<file path="src/rtl/imem_port_arbiter_pkg.sv">
// Shared definitions for the instruction-memory port arbiter: default
// address width, the flush NOP encoding and the port-owner state encoding.
package imem_port_arbiter_pkg;

    localparam int          ADDR_W_DEF    = 8;
    localparam logic [31:0] NOP_INSTR_DEF = 32'h00000013;

    // Who owned the memory port in the previous cycle, i.e. who the
    // returning read data belongs to.
    typedef enum logic [1:0] {
        OWN_NONE    = 2'd0,
        OWN_FETCH   = 2'd1,
        OWN_LOAD_RD = 2'd2
    } owner_e;

endpackage

</file>
<file path="src/rtl/imem_wait_counter.sv">
// Saturating starvation counter for the loader port. Counts the cycles a
// valid loader request has been refused, saturating at MAX_WAIT; a clear
// takes priority over counting.
module imem_wait_counter #(
    parameter int MAX_WAIT = 4
) (
    input  logic       clk,
    input  logic       rst,
    input  logic       inc_i,
    input  logic       clr_i,
    output logic [3:0] cnt_o
);

    logic [3:0] cnt_q;
    logic [3:0] cnt_d;

    // Next count: clear wins, otherwise count up until saturated.
    always_comb begin
        cnt_d = cnt_q;
        if (clr_i) begin
            cnt_d = 4'd0;
        end else if (inc_i && (cnt_q != 4'(MAX_WAIT))) begin
            cnt_d = cnt_q + 4'd1;
        end
    end

    // Counter register with synchronous reset.
    always_ff @(posedge clk) begin
        if (rst) begin
            cnt_q <= 4'd0;
        end else begin
            cnt_q <= cnt_d;
        end
    end

    assign cnt_o = cnt_q;

endmodule

</file>
<file path="src/rtl/imem_port_arbiter.sv">
// Arbiter for the single synchronous-read instruction memory port, shared
// between instruction fetch (priority) and the program-loader/debug port.
// A starvation counter forces a waiting loader through after MAX_WAIT
// refused cycles. Read data returns one cycle after the grant and is
// steered to whichever requester owned the port in the grant cycle.
module imem_port_arbiter
    import imem_port_arbiter_pkg::*;
#(
    parameter int          ADDR_W    = ADDR_W_DEF,
    parameter int          MAX_WAIT  = 4,
    parameter logic [31:0] NOP_INSTR = NOP_INSTR_DEF
) (
    input  logic              clk,
    input  logic              rst,
    input  logic              fetch_req,
    input  logic [31:0]       fetch_pc,
    input  logic              fetch_flush,
    output logic              fetch_stall,
    output logic              fetch_valid,
    output logic [31:0]       fetch_instr,
    input  logic              ld_valid,
    input  logic              ld_we,
    input  logic [31:0]       ld_addr,
    input  logic [31:0]       ld_wdata,
    output logic              ld_ready,
    output logic              ld_rvalid,
    output logic [31:0]       ld_rdata,
    output logic              mem_en,
    output logic              mem_we,
    output logic [ADDR_W-1:0] mem_addr,
    output logic [31:0]       mem_wdata,
    input  logic [31:0]       mem_rdata
);

    owner_e      owner_q;
    owner_e      owner_d;
    logic        flush_pending_q;
    logic [31:0] fetch_instr_q;
    logic [31:0] ld_rdata_q;
    logic [3:0]  wait_cnt;
    logic        wait_sat;
    logic        ld_win;
    logic        fetch_win;

    // Byte-offset bits and address bits above the memory are dropped, so
    // addresses wrap modulo the memory size.
    logic unused_addr_bits;
    assign unused_addr_bits = ^{fetch_pc[31:ADDR_W+2], fetch_pc[1:0],
                                ld_addr[31:ADDR_W+2], ld_addr[1:0]};

    imem_wait_counter #(
        .MAX_WAIT (MAX_WAIT)
    ) u_wait_counter (
        .clk   (clk),
        .rst   (rst),
        .inc_i (ld_valid && !ld_win),
        .clr_i (ld_win || !ld_valid),
        .cnt_o (wait_cnt)
    );

    assign wait_sat = (wait_cnt == 4'(MAX_WAIT));

    // Grant decision: loader takes the port when fetch is absent or the
    // loader has waited long enough; nothing is granted while in reset.
    always_comb begin
        ld_win    = !rst && ld_valid && (!fetch_req || wait_sat);
        fetch_win = !rst && fetch_req && !ld_win;
    end

    // Memory port drive and handshake outputs for the grant cycle.
    always_comb begin
        ld_ready    = ld_win;
        fetch_stall = !rst && fetch_req && !fetch_win;
        mem_en      = ld_win || fetch_win;
        mem_we      = ld_win && ld_we;
        mem_addr    = ld_win ? ld_addr[ADDR_W+1:2] : fetch_pc[ADDR_W+1:2];
        mem_wdata   = ld_wdata;
    end

    // Owner next state: who the data coming back next cycle belongs to.
    // Loader writes produce no response, so they leave the port unowned.
    always_comb begin
        owner_d = OWN_NONE;
        if (fetch_win) begin
            owner_d = OWN_FETCH;
        end else if (ld_win && !ld_we) begin
            owner_d = OWN_LOAD_RD;
        end
    end

    // Owner register plus a record of a flush that arrived with the grant.
    always_ff @(posedge clk) begin
        if (rst) begin
            owner_q         <= OWN_NONE;
            flush_pending_q <= 1'b0;
        end else begin
            owner_q         <= owner_d;
            flush_pending_q <= fetch_win && fetch_flush;
        end
    end

    // Response steering. The valids come straight from the owner register;
    // they are masked in reset so a read already in flight when reset
    // arrives never reports a response. Data holds between responses.
    always_comb begin
        fetch_valid = !rst && (owner_q == OWN_FETCH);
        ld_rvalid   = !rst && (owner_q == OWN_LOAD_RD);
        fetch_instr = fetch_instr_q;
        ld_rdata    = ld_rdata_q;
        if (fetch_valid) begin
            fetch_instr = (flush_pending_q || fetch_flush) ? NOP_INSTR : mem_rdata;
        end
        if (ld_rvalid) begin
            ld_rdata = mem_rdata;
        end
    end

    // Hold registers so returned data stays visible until the next response.
    always_ff @(posedge clk) begin
        if (rst) begin
            fetch_instr_q <= 32'd0;
            ld_rdata_q    <= 32'd0;
        end else begin
            fetch_instr_q <= fetch_instr;
            ld_rdata_q    <= ld_rdata;
        end
    end

endmodule
</file>
<file path="config.mk">
export PLATFORM = sky130hd
export DESIGN_NAME = imem_port_arbiter
export DESIGN_NICKNAME = d
export VERILOG_FILES = /design/src/rtl/imem_port_arbiter_pkg.sv /design/src/rtl/imem_wait_counter.sv /design/src/rtl/imem_port_arbiter.sv
export SDC_FILE = /design/constraint.sdc
export NUM_CORES = 1
export LEC_CHECK = 0
export ABC_AREA = 1
export ABC_CLOCK_PERIOD_IN_PS = 2200
export BUFFER_PORTS_ARGS = -buffer_cell sky130_fd_sc_hd__buf_2
export CORE_MARGIN = 3
export CORE_UTILIZATION = 46
export CTS_CLUSTER_SIZE = 10
export DETAILED_ROUTE_END_ITERATION = 10
export PLACE_DENSITY = 0.93
export SLEW_MARGIN = 20
export SYNTH_ARGS = -nofsm -noshare
export SYNTH_HDL_FRONTEND = slang
export SYNTH_SLANG_ARGS = --single-unit
</file>
<file path="constraint.sdc">
create_clock -name clk -period 2.2 [get_ports clk]
set_input_delay 0.11 -clock clk [delete_from_list [all_inputs] [get_ports clk]]
set_output_delay 0.11 -clock clk [all_outputs]
set_load 0.005 [all_outputs]
</file>
Word level (Yosys, flattened, before mapping):

Cells that the tools add are included.

* equal/unequal tests: 4
* reduce and logical (&&, ||, !) cells: 24
* multiplexer cells: 6
* add/subtract/negate cells: 1

Operators with widths (number)
* $mux 32: 3
* $logic_and 1x1->1: 12
* $mux 8: 1
* $logic_not 1->1: 6
* $add 4x1->4 const B: 1
* $eq 4x3->1 const B: 1
* $logic_or 1x1->1: 4
* $ne 4x3->1 const B: 1
* $reduce_or 2->1: 2
* $eq 2x1->1 const B: 1
* $eq 2x2->1 const B: 1
* $mux 2: 1
* $mux 1: 1

* flip-flop bits (word level): 71
* input port bits: 134
* word-level logic and storage cells: 41

Longest topological paths before layout:

Gate-level depths: netlist of run 1.

* depth in word-level cells: 7
* mapped depth: 9
* gate-level depth less buffers: 8

Hierarchy:

A second synthesis of run 1 with hierarchy kept.

* cell total of the unflattened synthesis: 509
* area, all modules: 3498.4 um^2

By module, submodules not included
* imem_port_arbiter: area an instance 3269.4 um^2, cells an instance 478, instances 1
* imem_wait_counter: area an instance 229.0 um^2, cells an instance 31, instances 1

Worst setup path after synthesis of run 1:

No wires, ideal clock.

* path kind: flip-flop to output port
* start: reg u_wait_counter.cnt_q[0], in the netlist u_wait_counter.cnt_o[0]
* end: out mem_addr[0]
* stages on the path, launching flop included: 9
* buffers on the path: 1
* path slack: 856 ps
* data arrival time: 1234 ps
* path through: dfxtp_1 > inv_1 > ha_1 > nand3_1 > nand2_1 > nand2_1 > clkbuf_1 > nand2_1 > nand2_1

* cells in the longest elaborated chain, start to end: 4

Ends and longest elaborated chain
* from (decl): RTL line imem_wait_counter.sv:14 `logic [3:0] cnt_q;`
* from (signal assigned): RTL line imem_wait_counter.sv:32 `cnt_q <= cnt_d;`
* $eq 4x3->1: RTL line imem_port_arbiter.sv:61 `assign wait_sat = (wait_cnt == 4'(MAX_WAIT));`
* $logic_or 1x1->1: RTL line imem_port_arbiter.sv:66 `ld_win = !rst && ld_valid && (!fetch_req || wait_sat);`
* $logic_and 1x1->1: RTL line imem_port_arbiter.sv:66
* $mux 8: RTL line imem_port_arbiter.sv:76 `mem_addr = ld_win ? ld_addr[ADDR_W+1:2] : fetch_pc[ADDR_W+1:2];`
* to (decl): RTL line imem_port_arbiter.sv:30 `output logic [ADDR_W-1:0] mem_addr,`

No other way between the ends.

Worst setup path in the final report of run 1:

* start: reg owner_q[1]
* end: out fetch_instr[0]

* cells in the longest elaborated chain, start to end: 3

Ends and longest elaborated chain
* from (decl): RTL line imem_port_arbiter.sv:35 `owner_e owner_q;`
* from (signal assigned): RTL line imem_port_arbiter.sv:97 `owner_q <= owner_d;`
* $eq 2x1->1: RTL line imem_port_arbiter.sv:106 `fetch_valid = !rst && (owner_q == OWN_FETCH);`
* $logic_and 1x1->1: RTL line imem_port_arbiter.sv:106
* $mux 32: RTL line imem_port_arbiter.sv:110 `if (fetch_valid) begin`
* to (decl): RTL line imem_port_arbiter.sv:20 `output logic [31:0] fetch_instr,`

No other way between the ends.

==> results.toml, run 1 <==
[flow_run]
maxCapViolCount = 0

[synth]
yosysTopAreaCell = "dfxtp_1"
synth.ff_latch_count = 71
synthFlopType = "dfxtp_1"
syn-num-nets = 656
synth.most_common_cell = "nand2_1"
yosys-top-cells-area = "dfxtp_1, nand2_1, inv_1, a21oi_1, buf_4"
seq_area_frac_synth_pct = 38.8
synth_common_cells = "nand2_1, inv_1, dfxtp_1"
syn_area_per_cell_um2 = 7.05
netlist_area_um2 = 3660
yosysUniqueCellTypes = 22
synth_warnings = 0
yosysTopAreaCellShare_pct = 38.8
synth_edf_count = 0
synth-async-reset-ratio_pct = 0
synthCells = 520

[routing]
dr.pass1.iters = 6
drtIter0Drc = 107
ant_nets = 0
wirelength_mm = 8.77
wl_per_cell_um = 12.3
via_count = 3511
drc = 0
routed_via_density = 4.91

[global_routing]
grt.overflow.total = 0
grt_pass1_vias = 3373
grt_pass1_wl_mm = 14.1
antenna_found_initial = 0
grt_max_degree = 35
grtUsageTotal_pct = 19.4

[floorplan]
pin_count = 244
start_util_pct = 48.9
dieArea_um2 = 9070
chipHeight_um = 95.2
rows = 31
dieWidth_um = 95.2
core-area_um2 = 7490

[clocking]
clk_latency_ns = 0.33
cts_sinks = 71
cts_setup_buffers = 0
cts_made_buffers = 9
cts.clk_slew.worst_paths_ns = 0.08
h-tree-depth = 3
clk_path_buf_depth = 2
root_buffer = "clkbuf_8"
cts_tree = "done"

[final_layout]
multi_input_area_um2 = 1440
diodes = 0
final_nets = 747
finalNonFillerCells = 715
fill_cells = 682
regArea_um2 = 1420
layout-drive-gt1-share_pct = 29.1
area_delta_synth_final_pct = 18.1

[timing]
min_period_ns = 2.04
tns_ns = 0
timing.fmax_ghz = 0.491
slew_headroom_pct = 60.1
rsz0062_at_grt = "yes"
worst_slack_ns = 0.163
worst_pin_slew_ns = 0.597
drv_slew = 0
fin_crit_sh_pct = 92.6
finalHoldViolations = 0
setup_viol = 0
finalClockSkew_ns = 0.0101

[power_and_ir_drop]
internal_power_uw = 1960
power_frac_seq_pct = 49.8
sw_frac_of_total_pct = 25.9
powerDensity_nw_per_um2 = 612
ir_drop_mv = 0.369
p_sw_uw = 687
total_power_uw = 2650
p_comb_share_pct = 12.0
pwr-share-clk_pct = 38.2
power.leakage_uw = 0.00244

[hold_path]
hp-class = "primary input to register"
min_path_cells = 3
worstHoldStart = "mem_rdata[1]"
min_to = "ld_rdata_q[1]"

[placement]
placed_cells = 698
io_buffers = 131
pre_cts_ws_ns = 0.403
place_congestion = 0.751
hpwl_mm = 6.60

[critical_path]
cp_max_fo = 32
reg2reg_depth = 4
crit_required_ns = 2.09
timing.rr.start = "owner_q[1]"
worstSetupEndpointType = "output pin"
arrival_ns = 1.93
timing.rr.end = "fetch_instr_q[3]"
critPathKind = "register to output pin"
regToRegSetupSlack_ns = 0.58
start_kind = "register"

[run_status]
outcome = "finished, final reports clean"
-- metrics by stage --
step / utilization [%] / hold WS (ns) / instance area [um2]
after detailed placement: 55.0 / 0.220 / 4110
final: 57.8 / 0.0490 / 4330
after global placement: 55.0 / 0.220 / 4110
after global routing: 57.8 / 0.0516 / 4330
after CTS: 57.7 / 0.0288 / 4320
after floorplan: - / 0.182 / 3660
-- cell usage in the layout (no fill, tap or decap), types with 3 or more instances in the layout --
cell type  count
o21ai_0        3
nand2_1      130
inv_1        107
buf_4          8
a211oi_2      17
clkbuf_8       9
dfxtp_1       71
a211oi_1      15
nand3_1       32
nor2_1         4
clkinv_4       3
a21oi_1       67
buf_2        131
-- critical path: stages, from the launching register on --
cell and delay (ns):
dfxtp_1 0.34, nor3_4 0.22, clkinvlp_4 0.54, nand2_1 0.28
nand2_1 0.08, buf_2 0.13
-- routing by layer --
| metal | wire length [um] | vias to the layer above | part of all wire, % | global-route usage (%) |
|---|---|---|---|---|
| met3 | 630 | 15 | 7.2 | 4.42 |
| met4 | 127 | 0 | 1.4 | 8.89 |
| li1 | - | 1760 | - | - |
| met2 | 4390 | 155 | 50 | 35.4 |
| met5 | 0 | - | 0 | 0 |
| met1 | 3620 | 1581 | 41 | 21.3 |
-- state kept, by name (all words and copies together), names as in the netlist --
register and cells:
flush_pending_q 1, u_wait_counter.cnt_o 4, fetch_instr_q 32, ld_rdata_q 32
owner_q 2
-- power by group through the flow --
stage / clock (uW) / sequential, uW / combinational (uW)
after floorplan: 0 / 1350 / 220
after global placement: 0 / 1350 / 304
after detailed placement: 0 / 1350 / 316
after CTS: 1050 / 1320 / 319
after global routing: 1100 / 1320 / 358
final: 1010 / 1320 / 318
-- area by class of cell --
cell class,instances,area share (%)
flip-flops and latches,71,32.8
well taps,99,2.86
inverters,110,9.63
multi-input cells,279,33.3
clock inverters,7,1.71
clock buffers,9,2.86
repair buffers,140,16.8
-- worst max-delay path by stage --
| stage | depth (start not counted) | endpoint | slack, ns | from |
|---|---|---|---|---|
| after floorplan | 8 | mem_addr[0] | 0.86 | u_wait_counter.cnt_o[0] |
| after global placement | 6 | fetch_instr[4] | 0.50 | owner_q[0] |
| after detailed placement | 8 | mem_addr[3] | 0.40 | rst |
| after CTS | 9 | mem_addr[3] | 0.05 | u_wait_counter.cnt_o[0] |
| after global routing | 5 | fetch_instr[0] | -0.03 | owner_q[1] |
| final | 5 | fetch_instr[0] | 0.16 | owner_q[1] |
-- cell families after synthesis --
logic type	count (synthesis)	share of synthesized area (%)
simple gates	171	19.2
buf+inv	170	22.0
xor+xnor	2	0.478
flops	71	38.8
compound gates	104	18.9
fa+ha+maj	2	0.683
-- timing repair --
item	4_1_cts	5_1_grt
resized for setup	0	2
hold endpoints to repair	1	0
endpoints found under the setup margin	0	41
hold buffers	1	0
Power figures use the tool's default switching activity.
==> run 2: changes to the inputs <==
==> constraint.sdc (replaced) <==
create_clock -name clk -period 2.2 [get_ports clk]
set_input_delay 0.11 -clock clk [delete_from_list [all_inputs] [get_ports clk]]
set_output_delay 0.11 -clock clk [all_outputs]
set_load 0.1 [all_outputs]
==> run 2 against run 1 <==
Setup slack got worse by 0.058 ns. Flip-flop and latch count did not move. First-iteration DRC count rose by 7.5%. Combinational power rose to 2.6 times the previous value. Critical path depth rose by 4. Core utilization rose by 8.6 points. Clock skew rose by 0.0047 ns. Sequential share of layout area fell by 4.2 points. Fmax fell by 2.8%. Via count rose by 3.5%. Cell area rose by 15%. Register-to-register slack got worse by 0.04 ns. Largest cell class unchanged.
==> results.toml, run 2 (synthesis gave the netlist of run 1 again) <==
[global_routing]
grt.overflow.total = 0
met1_usage_pct = 24.1
grtUsageTotal_pct = 22.0
antenna_found_initial = 0
met2_usage_pct = 40.8
grt_max_degree = 43
grt_pass1_wl_mm = 15.9
grt_use_met3_pct = 3.55
busiest_layer = "met2"
grt_pass1_vias = 3547

[floorplan]
start_util_pct = 48.9
dieWidth_um = 95.2
rows = 31
core-area_um2 = 7490
chipHeight_um = 95.2
pin_count = 244
dieArea_um2 = 9070

[placement]
pre_cts_ws_ns = 0.427
hpwl_mm = 7.56
io_buffers = 131
placed_cells = 703
place_congestion = 0.740

[clocking]
cts_tree = "done"
cts_made_buffers = 9
clk_latency_ns = 0.34
h-tree-depth = 3
cts.clk_slew.worst_paths_ns = 0.08
root_buffer = "clkbuf_8"
clk_path_buf_depth = 2
cts_sinks = 71

[routing]
routed_via_density = 5.05
dr.pass1.iters = 4
ant_nets = 0
wirelength_mm = 10.2
drtIter0Drc = 115
via_count = 3634
wl_per_cell_um = 14.2
drc = 0

[power_and_ir_drop]
p_sw_uw = 1120
internal_power_uw = 2020
p_comb_share_pct = 26.1
pwr-share-clk_pct = 31.8
powerDensity_nw_per_um2 = 632
power.leakage_uw = 0.00252
power_frac_seq_pct = 42.0
sw_frac_of_total_pct = 35.6
ir_drop_mv = 0.328

[critical_path]
worstSetupEndpointType = "output pin"
critPathKind = "register to output pin"
cp-startpoint = "u_wait_counter.cnt_o[0]"
crit_required_ns = 2.09
timing.rr.start = "u_wait_counter.cnt_o[0]"
start_kind = "register"
arrival_ns = 1.98
cp_max_fo = 11

[final_layout]
area_delta_synth_final_pct = 35.6
multi_input_area_um2 = 1530
final_nets = 753
regArea_um2 = 1420
fill_cells = 586
diodes = 0
finalNonFillerCells = 720
fin_util_pct = 66.4
layout-drive-gt1-share_pct = 33.3
final_cell_mix = "nand2_1, inv_1, buf_2"
final_common_cell = "nand2_1"

[timing]
tns_ns = 0
worst_pin_slew_ns = 0.533
timing.fmax_ghz = 0.477
fin_crit_sh_pct = 95.2
min_period_ns = 2.09
finalClockSkew_ns = 0.0148
setup_viol = 0
finalHoldViolations = 0
worst_slack_ns = 0.105
slew_headroom_pct = 64.5
drv_slew = 0

[flow_run]
maxCapViolCount = 0

[hold_path]
worstHoldStart = "fetch_flush"
hp-class = "primary input to register"

[run_status]
outcome = "finished, final reports clean"
[run 2: final cells by class]
| cell class | instances | share of cell area [%] |
|---|---|---|
| inverter | 110 | 8.39 |
| multi-input combinational | 279 | 30.8 |
| tap | 99 | 2.49 |
| sequential | 71 | 28.6 |
| timing repair buffer | 146 | 26.0 |
| clock inverter | 6 | 1.26 |
| clock buffer | 9 | 2.49 |
[run 2: power groups by stage]
| stage | Sequential [uW] | Clock (uW) | Combinational, uW |
|---|---|---|---|
| 3_5_place_dp | 1350 | 0 | 804 |
| 5_1_grt | 1320 | 1080 | 858 |
| 6_report | 1320 | 999 | 821 |
| 4_1_cts | 1320 | 1020 | 807 |
| 2_1_floorplan | 1350 | 0 | 857 |
| 3_3_place_gp | 1350 | 0 | 786 |
[run 2: worst max-delay path, cell delays in order (launching register included)]
cell and delay, ns:
dfxtp_1 0.40, inv_1 0.10, ha_1 0.21, nand3_1 0.11, nand2_1 0.07, nand2_1 0.12
buf_4 0.19, nand2_1 0.08, nand2_1 0.09, buf_4 0.29
[run 2: final timing paths]
kind / endpoint / cells after the start / slack, ns
worst max-delay path: mem_addr[1] / 9 / 0.11
worst min-delay path: flush_pending_q / 2 / 0.05
worst max register to register: flush_pending_q / 8 / 0.54
worst min register to register: fetch_instr_q[5] / 2 / 0.48
[run 2: through the flow]
step	cell area, um2	total power (uW)	hold slack [ns]
final	4970	3140	0.0466
after global routing	4970	3260	0.0465
after CTS	4900	3150	0.0392
after detailed placement	4700	2150	0.221
after global placement	4700	2130	0.221
after floorplan	3750	2200	0.182
[run 2: repair_timing]
item	CTS	global route
setup endpoints to repair	0	24
hold endpoints to repair	1	0
hold buffers	1	0
resized for setup	0	29
setup buffers	0	1
[run 2: per-layer routing]
layer / wire length (um) / up-vias
li1: - / 1767
met3: 694 / 30
met4: 228 / 0
met2: 5420 / 150
met1: 3880 / 1687
met5: 0 / -
==> run 3: changes to the inputs <==
- ABC_CLOCK_PERIOD_IN_PS: 2200 -> 2300
- CORE_UTILIZATION: 46 -> 42
- PLACE_DENSITY: 0.93 -> 0.86
- clock period: 2.2 -> 2.3 ns (I/O delays scaled with it)
==> run 3 against run 2 <==
Power is 8.0% lower. First-iteration DRC count is 23% higher. Core utilization is 7.0 points lower. Routed wire length is 9.1% lower. Flip-flop and latch count stayed put. Final cell count is 0.14% higher. Sequential share of layout area is 0.11 points higher. Clock power is 15% lower. Via count is 3.5% lower. Setup slack better by 0.017 ns.
==> results.toml, run 3 (synthesis gave the netlist of run 1 again) <==
[floorplan]
core-area_um2 = 8340
dieArea_um2 = 9880
start_util_pct = 43.9
chipHeight_um = 99.4
rows = 33
pin_count = 244
dieWidth_um = 99.4

[clocking]
cts_sinks = 71
cts_tree = "done"
cts_setup_buffers = 0
root_buffer = "clkbuf_8"
h-tree-depth = 3
cts_made_buffers = 9
clk_path_buf_depth = 2
clk_latency_ns = 0.33
cts.clk_slew.worst_paths_ns = 0.07

[global_routing]
grt_pass1_wl_mm = 16.0
grt_max_degree = 42
antenna_found_initial = 0
grt_pass1_vias = 3639
grtUsageTotal_pct = 19.5
grt.overflow.total = 0

[routing]
drc = 0
drtIter0Drc = 141
wirelength_mm = 9.29
ant_nets = 0
routed_via_density = 4.86
via_count = 3505
dr.pass1.iters = 4
wl_per_cell_um = 12.9

[timing]
tns_ns = 0
setup_viol = 0
finalClockSkew_ns = 0.00901
min_period_ns = 2.18
fin_crit_sh_pct = 94.7
worst_pin_slew_ns = 0.519
finalHoldViolations = 0
timing.fmax_ghz = 0.459
slew_headroom_pct = 65.4
drv_slew = 0

[final_layout]
layout-drive-gt1-share_pct = 32.5
design_area_um2 = 4950
diodes = 0
fill_cells = 721
final_common_cell = "nand2_1"
final_cell_mix = "nand2_1, inv_1, buf_2"
fin_util_pct = 59.3
area_delta_synth_final_pct = 35.1
final_nets = 748

[critical_path]
arrival_ns = 2.06
timing.rr.start = "owner_q[0]"
worstSetupEndpointType = "output pin"
start_kind = "register"
crit_required_ns = 2.18
critPathKind = "register to output pin"
cp_max_fo = 12
cp-startpoint = "u_wait_counter.cnt_o[0]"

[hold_path]
hp-class = "primary input to register"
worstHoldStart = "fetch_flush"

[power_and_ir_drop]
powerDensity_nw_per_um2 = 583
ir_drop_mv = 0.328
power.leakage_uw = 0.00253

[run_status]
outcome = "finished, final reports clean"

[placement]
placed_cell_area_um2 = 4750
place_congestion = 0.780
hpwl_mm = 6.94
io_buffers = 131

[flow_run]
maxCapViolCount = 0
## run 3: cell types whose count changed in the layout (fill, tap and decap cells not counted)
cell / previous run / this run
buf_12: 31 / 36
buf_2: 78 / 91
buf_4: 18 / 7
bufinv_16: 1 / 0
clkbuf_1: 0 / 1
clkbuf_4: 18 / 6
clkbuf_8: 9 / 10
clkinv_2: 2 / 3
clkinvlp_4: 4 / 1
inv_1: 107 / 108
nand3_2: 1 / 0
nand3_4: 0 / 1
## run 3: final timing paths
check | endpoint | cells past startpoint | slack [ns]
worst max-delay path | fetch_stall | 9 | 0.12
worst min-delay path | flush_pending_q | 2 | 0.07
worst min register to register | fetch_instr_q[31] | 2 | 0.47
worst max register to register | ld_rdata_q[0] | 5 | 0.80
## run 3: timing repair
item,CTS,global route
gates resized for setup,0,7
hold buffers,1,0
setup endpoints to repair,0,19
hold endpoints to repair,1,0
## run 3: critical path, stage by stage (launching register included)
cell and delay [ns]:
dfxtp_1 0.34, inv_1 0.08, ha_1 0.15, nand3_1 0.14, nand2_1 0.11, nand2_1 0.07
inv_1 0.27, nand2_1 0.10, inv_1 0.06, buf_2 0.42
## run 3: stage by stage
step	instances	power (uW)	hold slack (ns)	worst slack (ns)
5_1_grt	721	3030	0.0607	-0.0622
6_report	721	2890	0.0693	0.122
3_5_place_dp	705	2060	0.231	0.444
2_1_floorplan	520	2110	0.187	-0.344
4_1_cts	721	2920	0.0524	0.0739
3_3_place_gp	705	2050	0.231	0.484
## run 3: area by class of cell
| class | count | area, um2 | share of cell area, % |
|---|---|---|---|
| Tap cell | 105 | 131 | 2.65 |
| Sequential cell | 71 | 1420 | 28.7 |
| Timing Repair Buffer | 141 | 1280 | 25.9 |
| Clock inverter | 4 | 22.5 | 0.455 |
| Inverter | 110 | 413 | 8.34 |
| Multi-Input combinational cell | 279 | 1540 | 31.0 |
| Clock buffer | 11 | 141 | 2.86 |
## run 3: report_power, final
part	switching, uW	total [uW]	internal [uW]	leakage [uW]
Clock	436	846	410	0.0000850
Sequential	7.83	1260	1250	0.000574
Combinational	590	779	189	0.00187
## run 3: per-layer routing
metal / share of wire, % / global-route usage (%)
met1: 40 / 22.0
met2: 53 / 35.7
met3: 5.8 / 3.37
met4: 1.9 / 8.51
met5: 0 / 0
